===== config.mk =====
export PLATFORM = sky130hd
export DESIGN_NAME = quadrature_generator_flat
export DESIGN_NICKNAME = d
export VERILOG_FILES = /design/src/rtl/quadrature_generator_if.sv /design/src/rtl/quadrature_generator.sv /design/src/flat_wrapper.sv
export SDC_FILE = /design/constraint.sdc
export NUM_CORES = 1
export LEC_CHECK = 0
export CORE_MARGIN = 2
export CORE_UTILIZATION = 24
export DETAILED_ROUTE_END_ITERATION = 6
export HOLD_SLACK_MARGIN = 0.08
export PLACE_DENSITY_LB_ADDON = 0.15
export SLEW_MARGIN = 40
export SYNTH_ARGS = -nofsm -noshare
export SYNTH_HDL_FRONTEND = slang
export SYNTH_SLANG_ARGS = --single-unit

===== constraint.sdc =====
create_clock -name clk -period 7.83 [get_ports clk]
set_clock_uncertainty 0.15 [all_clocks]
set_input_delay 1.566 -clock clk [delete_from_list [all_inputs] [get_ports clk]]
set_output_delay 1.566 -clock clk [all_outputs]
set_load 0.005 [all_outputs]

===== src/rtl/quadrature_generator_if.sv =====
// rtl/quadrature_generator_if.sv - command and status bundle between a stimulus source and quadrature_generator
interface quadrature_generator_if #(
  parameter int MAX_PENDING = 3
);
  localparam int PW = $clog2(MAX_PENDING + 1) + 1;

  logic                 step_up;
  logic                 step_down;
  logic                 press;
  logic                 out_a;
  logic                 out_b;
  logic                 out_switch;
  logic                 busy;
  logic                 step_done;
  logic                 dropped;
  logic signed [PW-1:0] pending;

  modport master (
    output step_up, step_down, press,
    input  out_a, out_b, out_switch, busy, step_done, dropped, pending
  );

  modport slave (
    input  step_up, step_down, press,
    output out_a, out_b, out_switch, busy, step_done, dropped, pending
  );
endinterface


===== src/rtl/quadrature_generator.sv =====
// rtl/quadrature_generator.sv - replays queued step commands as quadrature A/B detents and stretches press commands
// into a fixed-width switch pulse; every output is a register.
module quadrature_generator #(
  parameter int PHASE_CYCLES = 4,
  parameter int GAP_CYCLES   = 8,
  parameter int PRESS_CYCLES = 6,
  parameter int MAX_PENDING  = 3
) (
  input logic                   clk,
  input logic                   rst,
  quadrature_generator_if.slave bus
);
  localparam int PW = $clog2(MAX_PENDING + 1) + 1;
  localparam int SW = PW + 2;
  localparam int CW = (PHASE_CYCLES > 1) ? $clog2(PHASE_CYCLES) : 1;
  localparam int GW = (GAP_CYCLES > 0) ? $clog2(GAP_CYCLES + 1) : 1;
  localparam int KW = $clog2(PRESS_CYCLES + 1);

  localparam logic [CW-1:0]        PHASE_LOAD = CW'(PHASE_CYCLES - 1);
  localparam logic [GW-1:0]        GAP_LOAD   = GW'(GAP_CYCLES);
  localparam logic [KW-1:0]        PRESS_LOAD = KW'(PRESS_CYCLES);
  localparam logic signed [SW-1:0] MAX_S      = SW'(MAX_PENDING);
  localparam logic signed [SW-1:0] MIN_S      = SW'(-MAX_PENDING);

  typedef enum logic [2:0] {
    S_IDLE = 3'd0,
    S_P1   = 3'd1,
    S_P2   = 3'd2,
    S_P3   = 3'd3,
    S_P4   = 3'd4
  } state_e;

  state_e               state_q, state_d;
  logic                 dir_q, dir_d;
  logic [CW-1:0]        phase_q, phase_d;
  logic [GW-1:0]        gap_q, gap_d;
  logic [KW-1:0]        press_q, press_d;
  logic signed [PW-1:0] pending_q, pending_d;
  logic                 a_q, a_d;
  logic                 b_q, b_d;
  logic                 sw_q, sw_d;
  logic                 busy_q, busy_d;
  logic                 done_q, done_d;
  logic                 drop_q, drop_d;

  logic                 start;
  logic                 start_up;
  logic                 start_dn;
  logic                 phase_end;
  logic signed [SW-1:0] sum;

  // The start test looks one cycle ahead of the gap counter so that the back-to-back
  // period is exactly 4*PHASE_CYCLES+GAP_CYCLES.
  assign start     = (state_q == S_IDLE) && (pending_q != '0) && (gap_q <= GW'(1));
  assign start_up  = start && !pending_q[PW-1];
  assign start_dn  = start && pending_q[PW-1];
  assign phase_end = (phase_q == '0);

  always_ff @(posedge clk) begin
    if (rst) begin
      state_q   <= S_IDLE;
      dir_q     <= 1'b0;
      phase_q   <= '0;
      gap_q     <= '0;
      press_q   <= '0;
      pending_q <= '0;
      a_q       <= 1'b1;
      b_q       <= 1'b1;
      sw_q      <= 1'b0;
      busy_q    <= 1'b0;
      done_q    <= 1'b0;
      drop_q    <= 1'b0;
    end else begin
      state_q   <= state_d;
      dir_q     <= dir_d;
      phase_q   <= phase_d;
      gap_q     <= gap_d;
      press_q   <= press_d;
      pending_q <= pending_d;
      a_q       <= a_d;
      b_q       <= b_d;
      sw_q      <= sw_d;
      busy_q    <= busy_d;
      done_q    <= done_d;
      drop_q    <= drop_d;
    end
  end

  always_comb begin
    state_d = state_q;
    dir_d   = dir_q;
    phase_d = phase_q;
    gap_d   = gap_q;
    done_d  = 1'b0;
    if (gap_q != '0) begin
      gap_d = gap_q - GW'(1);
    end
    case (state_q)
      S_IDLE: begin
        if (start) begin
          state_d = S_P1;
          dir_d   = pending_q[PW-1];
          phase_d = PHASE_LOAD;
        end
      end
      S_P1, S_P2, S_P3: begin
        if (phase_end) begin
          state_d = (state_q == S_P1) ? S_P2 : ((state_q == S_P2) ? S_P3 : S_P4);
          phase_d = PHASE_LOAD;
        end else begin
          phase_d = phase_q - CW'(1);
        end
      end
      S_P4: begin
        if (phase_end) begin
          state_d = S_IDLE;
          gap_d   = GAP_LOAD;
          done_d  = 1'b1;
        end else begin
          phase_d = phase_q - CW'(1);
        end
      end
      default: state_d = S_IDLE;
    endcase
  end

  // dir=1 is counter-clockwise: the P1/P3 levels are the mirror of the clockwise ones.
  always_comb begin
    a_d = 1'b1;
    b_d = 1'b1;
    case (state_d)
      S_P1: begin
        a_d = dir_d;
        b_d = !dir_d;
      end
      S_P2: begin
        a_d = 1'b0;
        b_d = 1'b0;
      end
      S_P3: begin
        a_d = !dir_d;
        b_d = dir_d;
      end
      default: begin
        a_d = 1'b1;
        b_d = 1'b1;
      end
    endcase
    busy_d = (state_d != S_IDLE) || (gap_d != '0);
  end

  always_comb begin
    sum = {{2{pending_q[PW-1]}}, pending_q};
    if (bus.step_up) sum = sum + SW'(1);
    if (bus.step_down) sum = sum - SW'(1);
    if (start_up) sum = sum - SW'(1);
    if (start_dn) sum = sum + SW'(1);
    pending_d = sum[PW-1:0];
    drop_d    = 1'b0;
    if (sum > MAX_S) begin
      pending_d = MAX_S[PW-1:0];
      drop_d    = 1'b1;
    end else if (sum < MIN_S) begin
      pending_d = MIN_S[PW-1:0];
      drop_d    = 1'b1;
    end
  end

  always_comb begin
    press_d = press_q;
    if (press_q != '0) begin
      press_d = press_q - KW'(1);
    end else if (bus.press) begin
      press_d = PRESS_LOAD;
    end
    sw_d = (press_d != '0);
  end

  assign bus.out_a      = a_q;
  assign bus.out_b      = b_q;
  assign bus.out_switch = sw_q;
  assign bus.busy       = busy_q;
  assign bus.step_done  = done_q;
  assign bus.dropped    = drop_q;
  assign bus.pending    = pending_q;
endmodule


===== src/flat_wrapper.sv =====
// flat-port wrapper written by rule: the top's interface ports become plain ports
module quadrature_generator_flat 
#(
  parameter int PHASE_CYCLES = 4,
  parameter int GAP_CYCLES   = 8,
  parameter int PRESS_CYCLES = 6,
  parameter int MAX_PENDING  = 3
)
  (clk, rst, bus_step_up, bus_step_down, bus_press, bus_out_a, bus_out_b, bus_out_switch, bus_busy, bus_step_done, bus_dropped, bus_pending);
  quadrature_generator_if #(.MAX_PENDING(MAX_PENDING)) bus_i ();
  input logic clk;
  input logic rst;
  input wire logic [$bits(bus_i.step_up)-1:0] bus_step_up;
  input wire logic [$bits(bus_i.step_down)-1:0] bus_step_down;
  input wire logic [$bits(bus_i.press)-1:0] bus_press;
  output wire logic [$bits(bus_i.out_a)-1:0] bus_out_a;
  output wire logic [$bits(bus_i.out_b)-1:0] bus_out_b;
  output wire logic [$bits(bus_i.out_switch)-1:0] bus_out_switch;
  output wire logic [$bits(bus_i.busy)-1:0] bus_busy;
  output wire logic [$bits(bus_i.step_done)-1:0] bus_step_done;
  output wire logic [$bits(bus_i.dropped)-1:0] bus_dropped;
  output wire logic [$bits(bus_i.pending)-1:0] bus_pending;
  assign bus_i.step_up = bus_step_up;
  assign bus_i.step_down = bus_step_down;
  assign bus_i.press = bus_press;
  assign bus_out_a = bus_i.out_a;
  assign bus_out_b = bus_i.out_b;
  assign bus_out_switch = bus_i.out_switch;
  assign bus_busy = bus_i.busy;
  assign bus_step_done = bus_i.step_done;
  assign bus_dropped = bus_i.dropped;
  assign bus_pending = bus_i.pending;
  quadrature_generator #(.PHASE_CYCLES(PHASE_CYCLES), .GAP_CYCLES(GAP_CYCLES), .PRESS_CYCLES(PRESS_CYCLES), .MAX_PENDING(MAX_PENDING)) u_core (.clk(clk), .rst(rst), .bus(bus_i));
endmodule

# Word-level counts from Yosys, hierarchy flattened

Index checks and enable logic that the tools add are counted.
W data, S select, Z words.

Bits in latches: 0
RAM bits: 0
Logic and storage cells: 81
Register bits: 22
Output and inout port bits: 9
Memories: 0
Bits in read-only memories: 0

Reduce and logical (&&, ||, !) cells: 20
Magnitude comparators: 3
Mux-type cells: 28
$mul: 0
Shift-type cells: 0
Divide/modulo/power cells: 0
Bitwise gates (word level): 1
Add/sub/neg operators: 7
Equality and inequality tests: 9

Operators with widths:

| kind                  | number |
|---|---|
| $mux W3               | 8 |
| $mux W5               | 4 |
| $reduce_bool A3 Y1    | 5 |
| $eq A3 B2 Y1 const B  | 4 |
| $mux W4               | 3 |
| $sub A5 B2 Y5 const B | 2 |
| $pmux W3 S3           | 1 |
| $mux W2               | 4 |
| $reduce_bool A4 Y1    | 2 |
| $eq A3 B1 Y1 const B  | 2 |
| $pmux W1 S3           | 2 |
| $pmux W2 S3           | 1 |
| $add A5 B2 Y5 const B | 1 |
| $gt A5 B3 Y1 const B  | 1 |
| $lt A5 B3 Y1 const B  | 1 |
| $mux W1               | 5 |
| $add A3 B2 Y4 const B | 1 |
| $le A4 B1 Y1 const B  | 1 |
| $logic_and A1 B1 Y1   | 4 |
| $reduce_or A2 Y1      | 2 |
| $sub A4 B1 Y4 const B | 1 |
| $eq A3 B3 Y1 const B  | 1 |
| $logic_not A3 Y1      | 1 |
| $reduce_and A3 Y1     | 1 |
| 9 further kinds       | 10 |

# Depth between registers and ports, before layout

Gate-level depths: netlist of the first run.

Depth in word-level cells: 11
Depth in mapped cells: 16
Depth with buffers taken out: 15

# Worst setup path after synthesis of the first run

Ideal clock, no wire load.

Kind: input to register
Start point: in bus_step_up
End point: reg u_core.pending_q[0], in the netlist u_core.bus.pending[0]
Slack: 3682 ps
Required time: 7543 ps
Setup time: 137 ps
Data arrival time: 3861 ps
Cell stages on the path: 14
Cell sequence: buf_6 mux2i_1 ha_1 nand2_1 nand2_1 ha_1 mux2i_1 ha_1 a41o_1 o31ai_2 xnor2_1 nand3_1 nor2_1 a221oi_2

Cells in the longest elaborated chain, start to end: 10
Elaborated cells between the ends (all ways): 11
Classes of those cells: add/sub: 3; order compare: 2; mux: 6

Ends and longest elaborated chain:

| element              | line                        | RTL |
|---|---|---|
| from (decl)          | flat_wrapper.sv:13          | `input wire logic [$bits(bus_i.step_up)-1:0] bus_step_up;` |
| $mux W5 *            | quadrature_generator.sv:154 | `if (bus.step_up) sum = sum + SW'(1);` |
| $sub A5 B2 Y5        | quadrature_generator.sv:155 | `if (bus.step_down) sum = sum - SW'(1);` |
| $mux W5 *            | quadrature_generator.sv:155 |  |
| $sub A5 B2 Y5        | quadrature_generator.sv:156 | `if (start_up) sum = sum - SW'(1);` |
| $mux W5 *            | quadrature_generator.sv:156 |  |
| $add A5 B2 Y5        | quadrature_generator.sv:157 | `if (start_dn) sum = sum + SW'(1);` |
| $mux W5 *            | quadrature_generator.sv:157 |  |
| $lt A5 B3 Y1         | quadrature_generator.sv:163 | `end else if (sum < MIN_S) begin` |
| $mux W3              | quadrature_generator.sv:163 |  |
| $mux W2 *            | quadrature_generator.sv:160 | `if (sum > MAX_S) begin` |
| to (signal assigned) | quadrature_generator.sv:79  | `pending_q <= pending_d;` |
| to (decl)            | quadrature_generator.sv:38  | `logic signed [PW-1:0] pending_q, pending_d;` |

Every way passes the cells marked *; elsewhere a longest branch is shown, timed or not.
A chain may end at the register's enable or synchronous reset.

# Worst setup path after layout of the first run

Same ends and word-level chain as after synthesis.

==> metrics, run 1 <==
reg2reg setup slack=approximately 4 ns; htree depth=1; Die Footprint=approximately 7600 µm²; Top FF cell, synth=dfxtp_1; Avg Cell Area, Syn=between 8 and 9 µm²; maximum fanout along the worst path=12; clk sinks=22; sequential share of the synthesized area=around a quarter; Setup crit start=bus_step_up; worst r2r src=u_core.bus.pending[0]; fmax=206 MHz; syn_nets=222; Req. time, crit path=7.82 ns; vias in the first global route=1294; net switching power=~410 µW; DRT Wirelength=approximately 3400 µm; Synth Warn #=0; via-per-instance ratio=4.74; Lkg Pwr=approximately 0.00071 µW; area leader, netlist=dfxtp_1; Max Slew Vio Count=0; CP Class=input pin to register; Max clock buf depth=2; worst r2r dst=u_core.bus.pending[0]; Reg clk slew, reported paths=0.08 ns; Slew HR=approximately two thirds; Place WS=2.67 ns; post-route minimum period=approximately 4.9 ns; CTS tree=built; First DRT Iteration DRCs=23; Critical Path AT=4.84 ns; worst reg2reg path depth=15; ys async rst share=0%; Initial Utilization=between 20% and 30%; hold_ws=0.346 ns; Core ar.=6720 µm²; Worst Setup Slack, final=between 2 and 3 ns; grt ovf=0; Hold-fix buffers, CTS=0; combinational share of power=66.7%; GR Util All Layers=roughly 10%; Worst Tran Pin Value=0.490 ns; Hold Crit Class=register to register; Worst-Skew Late Latency=roughly 0.26 ns; final HPWL from detailed placement=2580 µm; Syn Inst Count=206; Horiz. Die Dim=roughly 87 µm; DIE HEIGHT=around 87 µm; setup TNS=0 ns; DR DRC count=0; Final Util=28.0%; initial antenna violation count=0; status=completed; Worst setup SP type=input pin; Sequential Power Share=24.0%; TritonRoute pass-1 iters=4; FF+latch count, synth=22; root buffer cell=clkbuf_8; first-pass GRT wire length=between 6000 and 7000 µm; placed cell area=about 1800 µm²; RSZ-0062 raised after global routing=false; wire length per cell=roughly 12 µm; post-cts sizing count=0; critical path capture point type=register; final instance area=around 1900 µm²; worst vdd ir=roughly 0.00014 V; Yosys cell types=50; Clock Power Share=9.4%; CTS buffer count=3; # port buffers=13; Mapped Area=roughly 1700 µm²; largest net degree at the start of global routing=21; Layout area overhead=13.5%; via count=roughly 1400; Commonest cells post-synth=dfxtp_1, nor2_1, a21oi_1; n_diodes=0; fraction of layout cells with a size suffix above 1=9.86%; # Max-Cap Violations=0; Sw Share=between 40% and 50%; top cell type's share of synthesized area=a little over a quarter; fin nets=230; number of flops mapped to enable cells by yosys=0; Rows=30; post-CTS setup buffer count=0; Tcrit/Tclk final=slightly above 60%; crit path to=u_core.bus.pending[0]; Routability Congestion=roughly 0.74; I/O Pins=14; Int Pwr=around 470 µW; antenna viol nets, final=0; Hold Fails Final Rpt=0; most numerous cell in the Yosys netlist=dfxtp_1; Power Dens Cells=around 460 nW/µm²; ranking of synthesized cells by area=dfxtp_1, ha_1, nor2_1; final setup fails=0
-- cell usage in the layout (no fill, tap or decap), types with 3 or more instances in the layout --
cell type | netlist | final
dfxtp_1 | 22 | 22
nor2_1 | 21 | 21
a21oi_1 | 15 | 15
o21ai_0 | 13 | 13
nor3_1 | 12 | 12
clkdlybuf4s50_1 | 0 | 12
inv_1 | 11 | 11
nand2_1 | 11 | 11
ha_1 | 11 | 11
nor2b_1 | 10 | 10
nand2b_1 | 8 | 8
nand3_1 | 7 | 7
a211oi_1 | 5 | 5
xnor2_1 | 4 | 4
clkbuf_8 | 0 | 4
xor2_1 | 3 | 3
or3_1 | 3 | 3
-- per-layer routing --
layer | track usage, % | share of wire (%) | vias to the layer above
met5 | 0 | 0 | -
met4 | 3.98 | 1.8 | 0
met3 | 1.23 | 2.0 | 6
met2 | 15.6 | 44 | 14
met1 | 13.4 | 52 | 617
li1 | - | - | 752
-- worst min path at each step --
stage,from,cells past startpoint,to
finish,u_core.press_q[2],1,u_core.press_q[2]
global route,u_core.press_q[2],1,u_core.press_q[2]
CTS,u_core.press_q[2],1,u_core.press_q[2]
detailed placement,u_core.press_q[2],1,u_core.press_q[2]
global placement,u_core.press_q[2],1,u_core.press_q[2]
floorplan,u_core.press_q[2],1,u_core.press_q[2]
-- kinds of logic after synthesis --
group / Yosys count / synth area share [%]
compound gates: 49 / 21.0
xor+xnor: 9 / 5.67
fa+ha+maj: 11 / 8.32
buf+inv: 21 / 5.90
flops: 22 / 26.6
mux: 3 / 1.89
simple gates: 91 / 30.6
-- final cells by class --
class / instances / area [µm²]
timing repair buffer: 13 / 125
inverter: 11 / 41.3
sequential: 22 / 440
fill: 715 / 4840
multi-input combinational: 163 / 1120
tap: 80 / 100
clock buffer: 4 / 55.1
-- power by group through the flow --
stage	combinational (µW)	clock (µW)	sequential (µW)
floorplan	485	0	186
global placement	597	0	214
detailed placement	585	0	212
CTS	591	86.9	210
global route	672	91.0	218
finish	582	81.6	209
-- critical path, stage by stage --
cell,delay [ns]
clkdlybuf4s50_1,0.77
mux2i_1,0.30
ha_1,0.29
nand2_1,0.09
nand2_1,0.10
ha_1,0.31
mux2i_1,0.14
ha_1,0.19
a41o_1,0.17
o31ai_2,0.07
xnor2_1,0.39
nand3_1,0.13
nor2_1,0.21
a221oi_2,0.10
-- per-stage QoR --
step,instances,power [µW]
after floorplan,206,671
after global placement,289,811
after detailed placement,289,797
after CTS,293,887
after global routing,293,981
final,293,872
-- registers in the layout, indices dropped and copies added, names as in the netlist --
| register | flops |
|---|---|
| u_core.state_q | 3 |
| u_core.bus.busy | 1 |
| u_core.dir_q | 1 |
| u_core.bus.out_b | 1 |
| u_core.press_q | 3 |
| u_core.bus.out_switch | 1 |
| u_core.bus.dropped | 1 |
| u_core.phase_q | 2 |
| u_core.bus.pending | 3 |
| u_core.bus.out_a | 1 |
| u_core.gap_q | 4 |
| u_core.bus.step_done | 1 |
No activity file was read; power rests on OpenSTA's default activity.
==> inputs of run 2 (changes only) <==
==> constraint.sdc (replaced) <==
create_clock -name clk -period 4.4 [get_ports clk]
set_clock_uncertainty 0.15 [all_clocks]
set_input_delay 0.88 -clock clk [delete_from_list [all_inputs] [get_ports clk]]
set_output_delay 0.88 -clock clk [all_outputs]
set_load 0.005 [all_outputs]
==> metrics, run 2 (synthesis results as in run 1) <==
status=completed; Initial Utilization=24.6%; Rows=30; area of all sequential standard cells=approximately 440 µm²; Layout area overhead=14.9%; Hold-fix buffers, CTS=0; Power Dens Cells=roughly 830 nW/µm²; Hold Fails Final Rpt=0; antenna viol nets, final=0; Hold Crit Endpoint=u_core.press_q[2]; Reg clk slew, reported paths=roughly 0.08 ns; Worst Path Buf+Inv=2; post-cts sizing count=0; # Max-Cap Violations=0; critical path capture point type=register; vias in the first global route=1327; Worst setup SP type=input pin; max reg flops=4; CTS buffer count=3; initial antenna violation count=0; commonest non-fill, non-tap cells in the layout=dfxtp_1, nor2_1, a21oi_1, o21ai_0; CP Class=input pin to register; setup TNS=0 ns; DR DRC count=0; Hold Crit Class=register to register; Max clock buf depth=2; RSZ-0062 raised after global routing=false; worst r2r dst=u_core.bus.pending[1]; Lkg Pwr=roughly 0.00072 µW; Slew HR=66.7%; Fillers=740; fin nets=about 230; fraction of layout cells with a size suffix above 1=11.1%; root buffer cell=clkbuf_8; post-CTS setup buffer count=0; CTS tree=built; GR Util All Layers=around a tenth; htree depth=1; Final Util=about 28%; hold_ws=0.347 ns; wire length per cell=approximately 12 µm; worst r2r src=u_core.bus.pending[1]; Max Slew Vio Count=0; Critical Path AT=between 3 and 4 ns; hold_sp=u_core.press_q[2]; grt ovf=0; delay-heaviest family, CP=buffers and inverters; worst reg2reg path depth=15; Tcrit/Tclk final=~87%; first-pass GRT wire length=~6000 µm; DRT Wirelength=roughly 3500 µm; Die Footprint=7570 µm²; cell chain of the critical path=clkdlybuf4s50_1, mux2i_1, ha_1, nand2_1, nand2_1, ha_1, mux2i_1, ha_1, a41o_1, o31ai_2, xnor2_1, buf_4, o21ai_0, and4b_1; Most common cell on crit path=ha_1; hold path cells=1; final HPWL from detailed placement=2640 µm; n_diodes=0; area of the multi-input gates=about 1100 µm²; commonest non-fill, non-tap cell in the layout=dfxtp_1; largest register by flop count=u_core.gap_q; Routability Congestion=between 0.7 and 0.8; I/O Pins=14; TritonRoute pass-1 iters=5; worst vdd ir=roughly 0.00029 V; Core ar.=between 6000 and 7000 µm²; CP peak stage delay=between 0.6 and 0.7 ns; largest net degree at the start of global routing=21; # port buffers=13; fmax=~260 MHz; Worst Tran Pin Value=approximately 0.5 ns; slowest CP cell=clkdlybuf4s50_1; clk sinks=22; via count=between 1000 and 1500; Req. time, crit path=about 4.4 ns; DIE HEIGHT=between 80 and 90 µm; final setup fails=0; via-per-instance ratio=~4.7; First DRT Iteration DRCs=between 60 and 70; Worst-Skew Late Latency=between 0.2 and 0.3 ns; Horiz. Die Dim=a little under 90 µm; reg2reg setup slack=between 0.8 and 0.9 ns; maximum fanout along the worst path=7; post-route minimum period=between 3 and 4 ns
## run 2: stage by stage
stage               total power, µW  instances  setup WS, ns  area [µm²]
floorplan                      1190        206         0.938        1650
global route                   1780        296         0.291        1900
finish                         1590        296         0.577        1900
CTS                            1610        296         0.539        1910
detailed placement             1450        292         0.272        1850
global placement               1460        292         0.358        1850
## run 2: how the worst max path moves through the flow
stage | to | cells after the start | start
2_1_floorplan | u_core.bus.pending[0] | 14 | bus_step_up
3_3_place_gp | u_core.bus.pending[0] | 14 | bus_step_up
3_5_place_dp | u_core.bus.pending[0] | 13 | bus_step_up
4_1_cts | u_core.bus.pending[0] | 13 | bus_step_up
5_1_grt | u_core.bus.pending[0] | 13 | bus_step_up
6_report | u_core.bus.pending[1] | 14 | bus_step_up
## run 2: metal layers
layer / up-vias / track usage, % / routed length, µm
met5: - / 0 / 0
met4: 0 / 3.41 / 38
met3: 4 / 1.14 / 74
met2: 13 / 15.2 / 1490
met1: 623 / 14.5 / 1880
li1: 757 / - / -
## run 2: power by group
group	leakage, µW	switching [µW]	internal, µW	total, µW
sequential	0.000182	79.1	280	359
combinational	0.000509	591	489	1080
clock	0.0000288	66.1	79.8	146
total	0.000720	737	849	1590
## run 2: final cells by class
cell class                      instances  area share, %
Tap cell                               80           5.27
Inverter                               11           2.17
Clock buffer                            4           2.90
Timing Repair Buffer                   16           7.77
Multi-Input combinational cell        163           58.7
Sequential cell                        22           23.2
==> inputs of run 3 (changes only) <==
--- a/config.mk
+++ b/config.mk
@@ -9,7 +9,8 @@
 export CORE_UTILIZATION = 24
 export DETAILED_ROUTE_END_ITERATION = 6
 export HOLD_SLACK_MARGIN = 0.08
-export PLACE_DENSITY_LB_ADDON = 0.15
+export PLACE_DENSITY_LB_ADDON = 0.3
+export SKIP_CTS_REPAIR_TIMING = 1
 export SLEW_MARGIN = 40
 export SYNTH_ARGS = -nofsm -noshare
 export SYNTH_HDL_FRONTEND = slang
==> metrics, run 3 (synthesis results as in run 1) <==
Reg clk slew, reported paths=0.07 ns; vias in the first global route=1412; Critical Path AT=roughly 3.7 ns; Layout area overhead=14.4%; initial antenna violation count=0; I/O Pins=14; RSZ-0062 raised after global routing=false; maximum fanout along the worst path=3; Power Dens Cells=a little over 800 nW/µm²; via-per-instance ratio=between 4 and 5; post-route insts no fill=295; worst vdd ir=approximately 0.00020 V; Worst Setup Slack, final=between 0.6 and 0.7 ns; Hold Crit Class=register to register; fmax=265 MHz; Routability Congestion=roughly 0.81; placed cell area=1850 µm²; fraction of layout cells with a size suffix above 1=10.2%; Tcrit/Tclk final=about 86%; Initial Utilization=24.6%; first-pass GRT wire length=about 6300 µm; Worst Tran Pin Value=0.762 ns; root buffer cell=clkbuf_8; post-route minimum period=about 3.8 ns; setup TNS=0 ns; CP peak stage delay=between 0.5 and 0.6 ns; Slew HR=between 40% and 50%; htree depth=1; cell chain of the critical path=clkdlybuf4s50_1, mux2i_1, ha_1, nand2_1, nand2_1, ha_1, mux2i_1, ha_1, a41o_1, o31ai_2, xnor2_1, nand3_1, nor2_1, a221oi_2; Worst setup SP type=input pin; largest net degree at the start of global routing=21; grt ovf=0; final instance area=between 1500 and 2000 µm²; DIE HEIGHT=about 87 µm; Lkg Pwr=slightly above 0.0007 µW; fin nets=about 230; CTS tree=built; CTS buffer count=3; met3 routed WL=roughly 95 µm; Hold Fails Final Rpt=0; M1 WL=about 1700 µm; Die Footprint=7570 µm²; commonest non-fill, non-tap cell in the layout=dfxtp_1; WL met2=between 1500 and 2000 µm; Rows=30; CP Class=input pin to register; First DRT Iteration DRCs=52; wire length per cell=about 11 µm; final HPWL from detailed placement=~2500 µm; Most common cell on crit path=ha_1; status=completed; Place WS=approximately 0.37 ns; max reg flops=4; DRT Wirelength=roughly 3400 µm; # Max-Cap Violations=0; slowest CP cell=clkdlybuf4s50_1; GR Util All Layers=roughly 9.9%; Max Slew Vio Count=0; final setup fails=0; Worst-Skew Late Latency=~0.26 ns; uppermost routed layer=met4; clk sinks=22; Post-Place Cells=slightly below 300; via count=approximately 1400; n_diodes=0; TritonRoute pass-1 iters=5; delay-heaviest family, CP=adder cells; Req. time, crit path=approximately 4.4 ns; commonest non-fill, non-tap cells in the layout=dfxtp_1, nor2_1, a21oi_1, o21ai_0, clkdlybuf4s50_1; largest register by flop count=u_core.gap_q; Worst Path Buf+Inv=1; antenna viol nets, final=0; DR DRC count=0; Core ar.=between 6000 and 7000 µm²; critical path capture point type=register; # port buffers=13; Horiz. Die Dim=between 80 and 90 µm; Max clock buf depth=2
## run 3: changes by cell type in the layout (fill, tap and decap cells not counted), sizes merged
cell	change
buf	-1
clkbuf	-1
clkdlybuf4s50	+1
## run 3: layout make-up
| class | instances | area [µm²] |
|---|---|---|
| inverter | 11 | 41.3 |
| timing repair buffer | 16 | 153 |
| multi-input combinational | 163 | 1120 |
| fill | 713 | 4830 |
| tap | 80 | 100 |
| clock buffer | 3 | 41.3 |
| sequential | 22 | 440 |
## run 3: final timing paths
| path | slack, ns | cells after the start | endpoint | startpoint |
|---|---|---|---|---|
| worst min register to register | 0.35 | 1 | u_core.press_q[2] | u_core.press_q[2] |
| worst max register to register | 0.85 | 15 | u_core.bus.pending[0] | u_core.bus.pending[1] |
| worst max-delay path | 0.62 | 14 | u_core.bus.pending[0] | bus_step_up |
| worst min-delay path | 0.35 | 1 | u_core.press_q[2] | u_core.press_q[2] |
## run 3: routing by layer
layer	track usage, %	vias to the layer above
li1	-	746
met3	1.33	5
met4	3.41	0
met1	13.5	656
met5	0	-
met2	16.0	26
## run 3: through the flow
step	power [µW]	utilization, %	hold WS (ns)
5_1_grt	1750	28.2	0.409
6_report	1560	28.2	0.345
2_1_floorplan	1190	-	0.285
4_1_cts	1570	28.2	0.343
3_3_place_gp	1440	27.5	0.330
3_5_place_dp	1440	27.5	0.332
## run 3: where the power goes
group / switching (µW) / internal (µW)
clock network: 62.3 / 61.1
logic: 588 / 489
registers: 79.5 / 281
